<file path="config.mk">
export PLATFORM = sky130hd
export DESIGN_NAME = alu_cond_wb
export DESIGN_NICKNAME = d
export VERILOG_FILES = /design/src/rtl/alu_cond_wb.sv
export SDC_FILE = /design/constraint.sdc
export NUM_CORES = 1
export LEC_CHECK = 0
export BUFFER_PORTS_ARGS = -buffer_cell sky130_fd_sc_hd__buf_4
export CAP_MARGIN = 20
export CORE_ASPECT_RATIO = 1.5
export CORE_UTILIZATION = 30
export DETAILED_ROUTE_END_ITERATION = 6
export HOLD_SLACK_MARGIN = 0.02
export REMOVE_ABC_BUFFERS = 1
export SYNTH_ARGS = -nofsm -noshare
export SYNTH_HDL_FRONTEND = slang
export SYNTH_SLANG_ARGS = --single-unit
</file>
<file path="constraint.sdc">
create_clock -name clk -period 4.35 [get_ports clk]
set_input_delay 0.87 -clock clk [delete_from_list [all_inputs] [get_ports clk]]
set_output_delay 0.87 -clock clk [all_outputs]
set_load 0.02 [all_outputs]
</file>
<file path="src/rtl/alu_cond_wb.sv">
// alu_cond_wb: condition check, NZCV flags update and one-entry writeback register; stats counters with ALU_COND_STATS_EN.
// Latency 1 cycle from accept; in_ready = ~out_valid | out_ready, so the entry holds while out_ready is low.
module alu_cond_wb #(
    parameter int DW = 32,
    parameter int RW = 4,
    parameter int CW = 16
) (
    input  logic          clk,
    input  logic          reset,
    input  logic          in_valid,
    output logic          in_ready,
    input  logic [DW-1:0] result,
    input  logic [3:0]    alu_flags,
    input  logic [3:0]    cond,
    input  logic [1:0]    flag_write,
    input  logic [RW-1:0] rd,
    input  logic          reg_write,
    output logic          out_valid,
    input  logic          out_ready,
    output logic [DW-1:0] wb_data,
    output logic [RW-1:0] wb_rd,
    output logic          wb_en,
    output logic [3:0]    flags
`ifdef ALU_COND_STATS_EN
    ,
    output logic [CW-1:0] exec_cnt,
    output logic [CW-1:0] skip_cnt
`endif
);

    typedef enum logic {
        EMPTY = 1'b0,
        FULL  = 1'b1
    } state_t;

    typedef enum logic [3:0] {
        CC_EQ = 4'h0, CC_NE = 4'h1, CC_CS = 4'h2, CC_CC = 4'h3,
        CC_MI = 4'h4, CC_PL = 4'h5, CC_VS = 4'h6, CC_VC = 4'h7,
        CC_HI = 4'h8, CC_LS = 4'h9, CC_GE = 4'hA, CC_LT = 4'hB,
        CC_GT = 4'hC, CC_LE = 4'hD, CC_AL = 4'hE, CC_NV = 4'hF
    } cond_t;

    state_t state;
    logic   accept;
    logic   pass;
    logic   fn, fz, fc, fv;

    assign fn = flags[3];
    assign fz = flags[2];
    assign fc = flags[1];
    assign fv = flags[0];

    assign out_valid = (state == FULL);
    assign in_ready  = ~out_valid | out_ready;
    assign accept    = in_valid & in_ready;

    // Evaluated against the architectural register, so back-to-back entries see the previous update.
    always_comb begin
        pass = 1'b1;
        case (cond_t'(cond))
            CC_EQ:   pass = fz;
            CC_NE:   pass = ~fz;
            CC_CS:   pass = fc;
            CC_CC:   pass = ~fc;
            CC_MI:   pass = fn;
            CC_PL:   pass = ~fn;
            CC_VS:   pass = fv;
            CC_VC:   pass = ~fv;
            CC_HI:   pass = fc & ~fz;
            CC_LS:   pass = ~fc | fz;
            CC_GE:   pass = (fn == fv);
            CC_LT:   pass = (fn != fv);
            CC_GT:   pass = ~fz & (fn == fv);
            CC_LE:   pass = fz | (fn != fv);
            default: pass = 1'b1;
        endcase
    end

    always_ff @(posedge clk) begin
        if (reset) begin
            state   <= EMPTY;
            wb_data <= '0;
            wb_rd   <= '0;
            wb_en   <= 1'b0;
            flags   <= 4'b0000;
        end else begin
            if (accept) begin
                wb_data <= result;
                wb_rd   <= rd;
                wb_en   <= reg_write & pass;
                if (pass && flag_write[1]) flags[3:2] <= alu_flags[3:2];
                if (pass && flag_write[0]) flags[1:0] <= alu_flags[1:0];
            end
            case (state)
                EMPTY: if (accept) state <= FULL;
                FULL:  if (!accept && out_ready) state <= EMPTY;
                default: state <= EMPTY;
            endcase
        end
    end

`ifdef ALU_COND_STATS_EN
    always_ff @(posedge clk) begin
        if (reset) begin
            exec_cnt <= '0;
            skip_cnt <= '0;
        end else if (accept) begin
            if (pass && exec_cnt != {CW{1'b1}}) exec_cnt <= exec_cnt + 1'b1;
            if (!pass && skip_cnt != {CW{1'b1}}) skip_cnt <= skip_cnt + 1'b1;
        end
    end
`else
    // Counter width has no consumer when statistics are compiled out.
    wire [CW-1:0] cw_unused = '0;
`endif

endmodule

</file>
# After elaboration in Yosys (flattened, before gate mapping)
# Cells that the tools add are included.
[totals]
register_bits = 42
wordCells = 44
out_inout_bits = 43
input_bits = 51
[op_classes]
n_bitwise = 12
n_mux = 4
reduce_logical = 7
eq_ne = 15
[op_table]
columns = ["op", "count"]
rows = [
  ["4-bit == test, second input constant", 6],
  ["4-bit by 3-bit == test with 1-bit output, second input constant", 4],
  ["1-bit case mux with 14 select lines", 1],
  ["4-bit by 2-bit == test with 1-bit output, second input constant", 2],
  ["1-bit NOT", 5],
  ["1-bit bitwise AND", 4],
  ["4-bit by 1-bit == test with 1-bit output, second input constant", 1],
  ["4-bit zero test", 1],
  ["2-bit AND reduction", 2],
  ["1-bit logical AND", 3],
  ["1-bit OR", 3],
  ["1-bit 2-to-1 mux", 2],
  ["1-bit case mux with 2 select lines", 1],
  ["1-bit == test", 1],
  ["1-bit zero test", 1],
  ["1-bit != test", 1],
]

# Longest topological paths before layout
# Gate-level depths: netlist of run 1.
[logic_depth]
word_depth = 7
mapped_depth = 7
depth_no_buf = 6

# Worst setup path after synthesis of run 1
# OpenSTA, ideal clock, no wires.
[synth_path]
kind = "input to register"
start = "input port cond[0]"
end = "register flags[0]"
setup_time_ns = 0.072
t_arrival_ns = 2.169
cell_stages = 7
setup_slack_ns = 2.110
path_buffers = 1
required_time_ns = 4.278
cell_sequence = "buf_6 -> or4b_1 -> a31oi_1 -> o21ai_1 -> nand4_2 -> and3_4 -> mux2i_1"
[synth_via]
elab_chain_cells = 4
[synth_rtl]
columns = ["element", "line", "source"]
rows = [
  ["from (decl)", "14", "input logic [3:0] cond,"],
  ["4-bit == test (tied with other cells)", "60", "case (cond_t'(cond))"],
  ["1-bit case mux with 14 select lines (*)", "60", ""],
  ["1-bit logical AND (*)", "92", "if (pass && flag_write[0]) flags[1:0] <= alu_flags[1:0];"],
  ["2-bit AND reduction (no source line) (*)", "-", ""],
  ["to (signal assigned)", "92", ""],
  ["to (decl)", "23", "output logic [3:0] flags"],
]
# Mark *: on every way between the ends. The rest lies on a longest branch, timed or not.
# A chain may end at the register's enable or synchronous reset.

# Final worst setup path of run 1
[layout_path]
start = "input port out_ready"
end = "output port in_ready"
[layout_via]
elab_chain_cells = 1
[layout_rtl]
columns = ["element", "line", "source"]
rows = [
  ["from (decl)", "19", "input logic out_ready,"],
  ["1-bit OR", "54", "assign in_ready = ~out_valid | out_ready;"],
  ["to (decl)", "11", "output logic in_ready,"],
]
# No other way between the ends.

==> metrics, run 1 <==
CTS Hold Bufs 0; total CTS buffers 5; layout cell share with drive strength beyond 1 0.353; drt wl/cell 11.8 um; class of the worst hold path reg2reg; H-Tree Depth 2; Vias/cell 4.56; Worst setup SP type primary input; worst slew pin tran 0.743 ns; Lkg Pwr 1.15 nW; IO Pins 94; CTS resizes 0; WP data arrival 1.32 ns; peak supply drop 0.240 mV; Port-buffer cells 93; Setup crit end kind output pin; DR pass1 iterations 4; global-route wire length before repair 7060 um; Routed Antenna Nets 0; crit path time final 2.19 ns; hold violation count in the final report 0; critical-path cell list buf_4 > nand2b_1 > buf_4; synthesis warning total 0; overall power 0.835 mW; initial core utilization 0.311; Reg2Reg Setup Slack 2.62 ns; Min Hold Slack 0.457 ns; via count 1686; dpl hpwl 3050 um; CTS clock-pin slew for the worst setup and hold paths 0.07 ns; TNS Setup 0 ns; status completed; max frequency 0.457 GHz; Die X 63.6 um; max_cap viols 0; initial antenna violation count 0; Inserted Diodes 0; Synth Instances 211; drt drc 0; slew margin rel. 0.504; slowest CP cell nand2b_1; Most common cell on crit path buf_4; drt first-iter violations 87; CP max stage delay 0.17 ns; drt total wl 4360 um; clock buffer depth 2; synth unique cells 30; FF+latch count, synth 42; synthesized area per cell 8.09 um^2; clock latency at the later pin of the worst-skew pair 0.28 ns; Crit path max-delay family buffers and inverters; sequential area share after synthesis 0.492; CP Buf/Inv Count 2; crit path kind in2out; CTS tree built; worst clock skew 0.00636 ns; vias in the first global route 1556; global placer's final weighted congestion 0.778; root buffer cell clkbuf_8; largest net degree at the start of global routing 48; clock sink count 42; Final #Nets 350; Die Ht 94.4 um; Die Footprint 6000 um^2; Layout Area Growth over Synthesis 48.6%; Worst EP required 3.48 ns; unrepaired setup endpoints after global routing false; number of max-slew violations in the final report 0; Global Route Usage Sum 0.149; Critical Path Fanout Max 4; post-CTS setup buffer count 0; Rows 33; core area 5490 um^2; Mapped Area 1710 um^2; grt ovf 0; Final Cycle Share 0.503; final setup fails 0; Pwr per Cell Area 329 nW/um^2
==> synth_stat cells <==
cell	instances	share of area
nand4_2	1	0.0073
nor4b_1	1	0.0051
nand4bb_1	1	0.0066
and3_4	2	0.013
nand2_1	75	0.16
o311ai_2	1	0.0095
or4b_1	1	0.0059
nand4b_1	2	0.010
buf_2	1	0.0029
inv_1	2	0.0044
or2b_1	1	0.0044
and3_1	1	0.0037
mux2i_1	5	0.029
clkbuf_1	10	0.022
nand3b_1	2	0.0088
nand3_1	1	0.0029
o221ai_1	1	0.0051
buf_1	2	0.0044
o21ai_0	1	0.0029
a32oi_1	1	0.0051
nor3b_1	1	0.0044
nand2b_1	10	0.037
a21oi_1	37	0.11
buf_6	1	0.0066
dfxtp_1	42	0.49
a31oi_1	1	0.0037
o21ai_1	1	0.0029
xor2_1	3	0.015
or3_1	1	0.0037
and2_1	2	0.0073
==> layout by cell type, fill, tap and decap left out, types with 2 or more instances in the layout <==
cell type,netlist,layout
buf_4,0,95
xor2_1,3,3
nand4b_1,2,2
a21oi_1,37,37
inv_1,2,2
dfxtp_1,42,42
mux2i_1,5,5
nand2_1,75,75
clkbuf_8,0,6
nand2b_1,10,10
and2_1,2,2
and3_4,2,2
nand3b_1,2,2
==> worst paths after layout <==
check | start | end | depth (start not counted)
worst min-delay path | wb_data[11] | wb_data[11] | 2
worst max register to register | out_valid | wb_data[15] | 5
worst max-delay path | out_ready | in_ready | 3
worst min register to register | wb_data[11] | wb_data[11] | 2
==> registers in the layout, summed over array words and instances (netlist names) <==
register,count
out_valid,1
wb_en,1
flags,4
wb_rd,4
wb_data,32
==> cells by family after synthesis <==
kind of cell,count (synthesis),synth area share
AND/OR/NAND/NOR,102,0.285
multiplexers,5,0.0293
AO/OA/AOI/OAI,43,0.138
buffers and inverters,16,0.0403
XOR/XNOR,3,0.0154
flip-flops,42,0.492
==> area by class of cell <==
| type | instances | area [um^2] |
|---|---|---|
| multi-input combinational | 153 | 798 |
| sequential | 42 | 841 |
| timing repair buffer | 95 | 713 |
| fill | 601 | 2950 |
| inverter | 2 | 7.51 |
| tap | 70 | 87.6 |
| clock inverter | 1 | 5.00 |
| clock buffer | 7 | 86.3 |
==> per-stage QoR <==
| stage | util | setup WS (ns) | instances | instance area (um^2) |
|---|---|---|---|---|
| after floorplan | - | 1.89 | 197 | 1650 |
| after global routing | 0.462 | 2.06 | 370 | 2540 |
| final | 0.462 | 2.16 | 370 | 2540 |
| after CTS | 0.462 | 2.16 | 370 | 2540 |
| after global placement | 0.446 | 1.96 | 362 | 2450 |
| after detailed placement | 0.446 | 1.92 | 362 | 2450 |
==> report_power, final <==
group | internal, mW | total, mW | leakage, nW | switching (mW)
Clock | 0.128 | 0.251 | 0.0482 | 0.123
Combinational | 0.0799 | 0.165 | 0.753 | 0.0847
Sequential | 0.406 | 0.419 | 0.345 | 0.0129
==> worst reg2reg max path, cell delays in order (launching register included) <==
cell and delay, ns:
dfxtp_1 0.32, nand2b_1 0.12, and2_1 0.63, buf_4 0.38
nand2_1 0.09, a21oi_1 0.12
==> layer usage <==
metal,share of wire,vias to the layer above,global-route usage
met3,0.070,2,0.0519
met4,0.0062,0,0.0455
li1,-,871,-
met1,0.42,757,0.173
met5,0,-,0
met2,0.50,56,0.255
Note: power is estimated with default switching activity, not from simulation.
==> inputs of run 2 (changes only) <==
Settings changed: ABC_AREA set to 1.
Clock period 4.35 ns to 2.25 ns, I/O delays scaled along.
==> run 2 against run 1 <==
Combinational power up 140%. Register-to-register slack got worse by 1.8 ns. Clock skew is 0.0023 ns lower. Via count up 10%. Clock power up 130%. Global-route usage grew 0.74 points. Synthesized area grew 2.4%. Worst setup slack got worse by 1.3 ns. Clock-buffer cell count down 2. Highest routed layer unchanged.
==> metrics, run 2 <==
CTS clock-pin slew for the worst setup and hold paths 0.08 ns (about the same); crit path time final 1.38 ns; total CTS buffers 5 (unchanged); drt first-iter violations 29 (-67%); CTS Hold Bufs 0 (unchanged); clock latency at the later pin of the worst-skew pair 0.29 ns (about the same); Routed Antenna Nets 0 (unchanged); drt total wl 4750 um (+8.9%); Largest Register wb_data; initial antenna violation count 0 (unchanged); H-Tree Depth 2 (unchanged); Post-synth ARST share 0 (unchanged); slowest CP cell dfxtp_1; worst slew pin tran 0.318 ns (-0.425 ns); Port-buffer cells 93 (unchanged); Worst setup SP type flip-flop; DR pass1 iterations 4 (unchanged); dpl hpwl 3580 um (+18%); IO Pins 94 (unchanged); largest area contributor in the netlist dfxtp_1; Die X 64.3 um (+1.2%); max reg flops 32 (unchanged); Synth Instances 254 (+20%); core area 5530 um^2 (+0.75%); slew margin rel. 0.787 (+0.283); Worst EP required 2.44 ns (-1.04 ns); max frequency 0.722 GHz; post-CTS setup buffer count 0 (unchanged); layout cell share with drive strength beyond 1 0.328 (-0.0257); drt wl/cell 11.4 um (-3.6%); count leader, synth nor2_1; biggest regs wb_data x32, flags x4, wb_rd x4; overall power 1.82 mW (+120%); global placer's final weighted congestion 0.791 (+1.6%); Inserted Diodes 0 (unchanged); max_cap viols 0 (unchanged); clock sink count 42 (unchanged); largest net degree at the start of global routing 37 (-23%); via count 1857 (+10%); drt drc 0 (unchanged); CP max stage delay 0.43 ns (+0.26 ns); Top FF cell, synth dfxtp_1; WP data arrival 1.57 ns (+0.25 ns); critical-path cell list inv_1 > nand2_1 > nand3_2 > nand2_1 > nand3_1 > nor2_1 > nor2_1 > nor2_1 > nor2_1; peak supply drop 0.496 mV (+110%); Most common cell on crit path nor2_1; root buffer cell clkbuf_8; global-route wire length before repair 7420 um (+5.1%); final setup fails 0 (unchanged); status completed; unrepaired setup endpoints after global routing false; initial core utilization 0.316 (+0.00514); Lkg Pwr 1.34 nW (+17%); Critical Path Fanout Max 6 (+2); Die Ht 95.5 um (+1.2%); Min Hold Slack 0.314 ns (-0.142 ns); synth unique cells 14 (-53%); TNS Setup 0 ns (unchanged); most frequent cells in the layout buf_4, nor2_1, dfxtp_1, o21ai_0, nand2_1; grt ovf 0 (unchanged); synth cell count leaders nor2_1, dfxtp_1, o21ai_0, nand2_1, inv_1; mux cell area share after synthesis 0 (-0.0293); synthesized area per cell 6.89 um^2 (-15%); Pwr per Cell Area 694 nW/um^2 (+110%); Synth Area in Compound Gates 0.120 (-0.0176); Rows 33 (unchanged); class of the worst hold path in2reg; FF+latch count, synth 42 (unchanged); Die Footprint 6150 um^2 (+2.4%); synthesis warning total 0 (unchanged); Synth top area share 0.481 (-0.0116); clock buffer depth 2 (unchanged); top post-synthesis cells by area dfxtp_1, nor2_1, o21ai_0, nand2_1, inv_1; most common cell after layout, fill and taps aside buf_4; Setup crit end kind flip-flop; number of max-slew violations in the final report 0 (unchanged); Synth Area in Adders 0 (unchanged); Vias/cell 4.44 (-2.5%); crit path kind reg2reg; largest family of logic cells by synthesized area simple AND/OR/NAND/NOR gates; worst clock skew 0.00409 ns (-0.00227 ns); Mapped Area 1750 um^2 (+2.4%); sequential area share after synthesis 0.481 (-0.0116); Final Cycle Share 0.615; CTS resizes 0 (unchanged); CTS tree built; Synth Area in XOR/XNOR 0 (-0.0154); vias in the first global route 1737 (+12%); Layout Area Growth over Synthesis 49.6%; Final #Nets 398 (+14%); Synth Area in Simple Gates 0.321 (+0.0362); Post-synth EDFFs 0 (unchanged); Global Route Usage Sum 0.156 (+0.00736); hold violation count in the final report 0 (unchanged)
[run 2: power by group]
group | total (mW) | switching (mW) | internal [mW]
Combinational | 0.404 | 0.220 | 0.184
Sequential | 0.837 | 0.0362 | 0.801
Clock | 0.575 | 0.248 | 0.326
Total | 1.82 | 0.504 | 1.31
[run 2: logic make-up (layout without fill, tap and decap cells)]
logic type | Yosys count | after routing
AO/OA/AOI/OAI | 42 | 42
flip-flops | 42 | 42
AND/OR/NAND/NOR | 138 | 138
buffers and inverters | 32 | 126
[run 2: final cells by class]
cell class                      count  area [um^2]
Timing Repair Buffer               97          728
Fill cell                         608         2920
Clock buffer                        5         68.8
Multi-Input combinational cell    180          772
Tap cell                           70         87.6
Sequential cell                    42          841
Clock inverter                      3         40.0
Inverter                           21         78.8
[run 2: per-layer routing]
metal	share of wire	GRT usage
met1	0.38	0.160
met2	0.53	0.292
met5	0	0
met3	0.065	0.0467
met4	0.017	0.0630
[run 2: critical path, delay by kind of cell, from the launching register on]
family / cells / cell delay, ns
AND/OR/NAND/NOR: 8 / 0.78
flip-flops: 1 / 0.43
buffers and inverters: 1 / 0.08
[run 2: worst paths after layout]
check                           slack, ns        start  cells past startpoint           to
worst max register to register       0.87     flags[0]                      9     flags[2]
worst min-delay path                 0.31        reset                      2    out_valid
worst min register to register       0.49  wb_data[14]                      2  wb_data[14]
worst max-delay path                 0.87     flags[0]                      9     flags[2]
[run 2: through the flow]
step | utilization | worst slack [ns] | cell area, um^2 | instances
2_1_floorplan | - | 0.124 | 1690 | 243
3_3_place_gp | 0.453 | 0.691 | 2510 | 410
3_5_place_dp | 0.453 | 0.661 | 2510 | 410
4_1_cts | 0.473 | 0.852 | 2620 | 418
5_1_grt | 0.473 | 0.728 | 2620 | 418
6_report | 0.473 | 0.866 | 2620 | 418
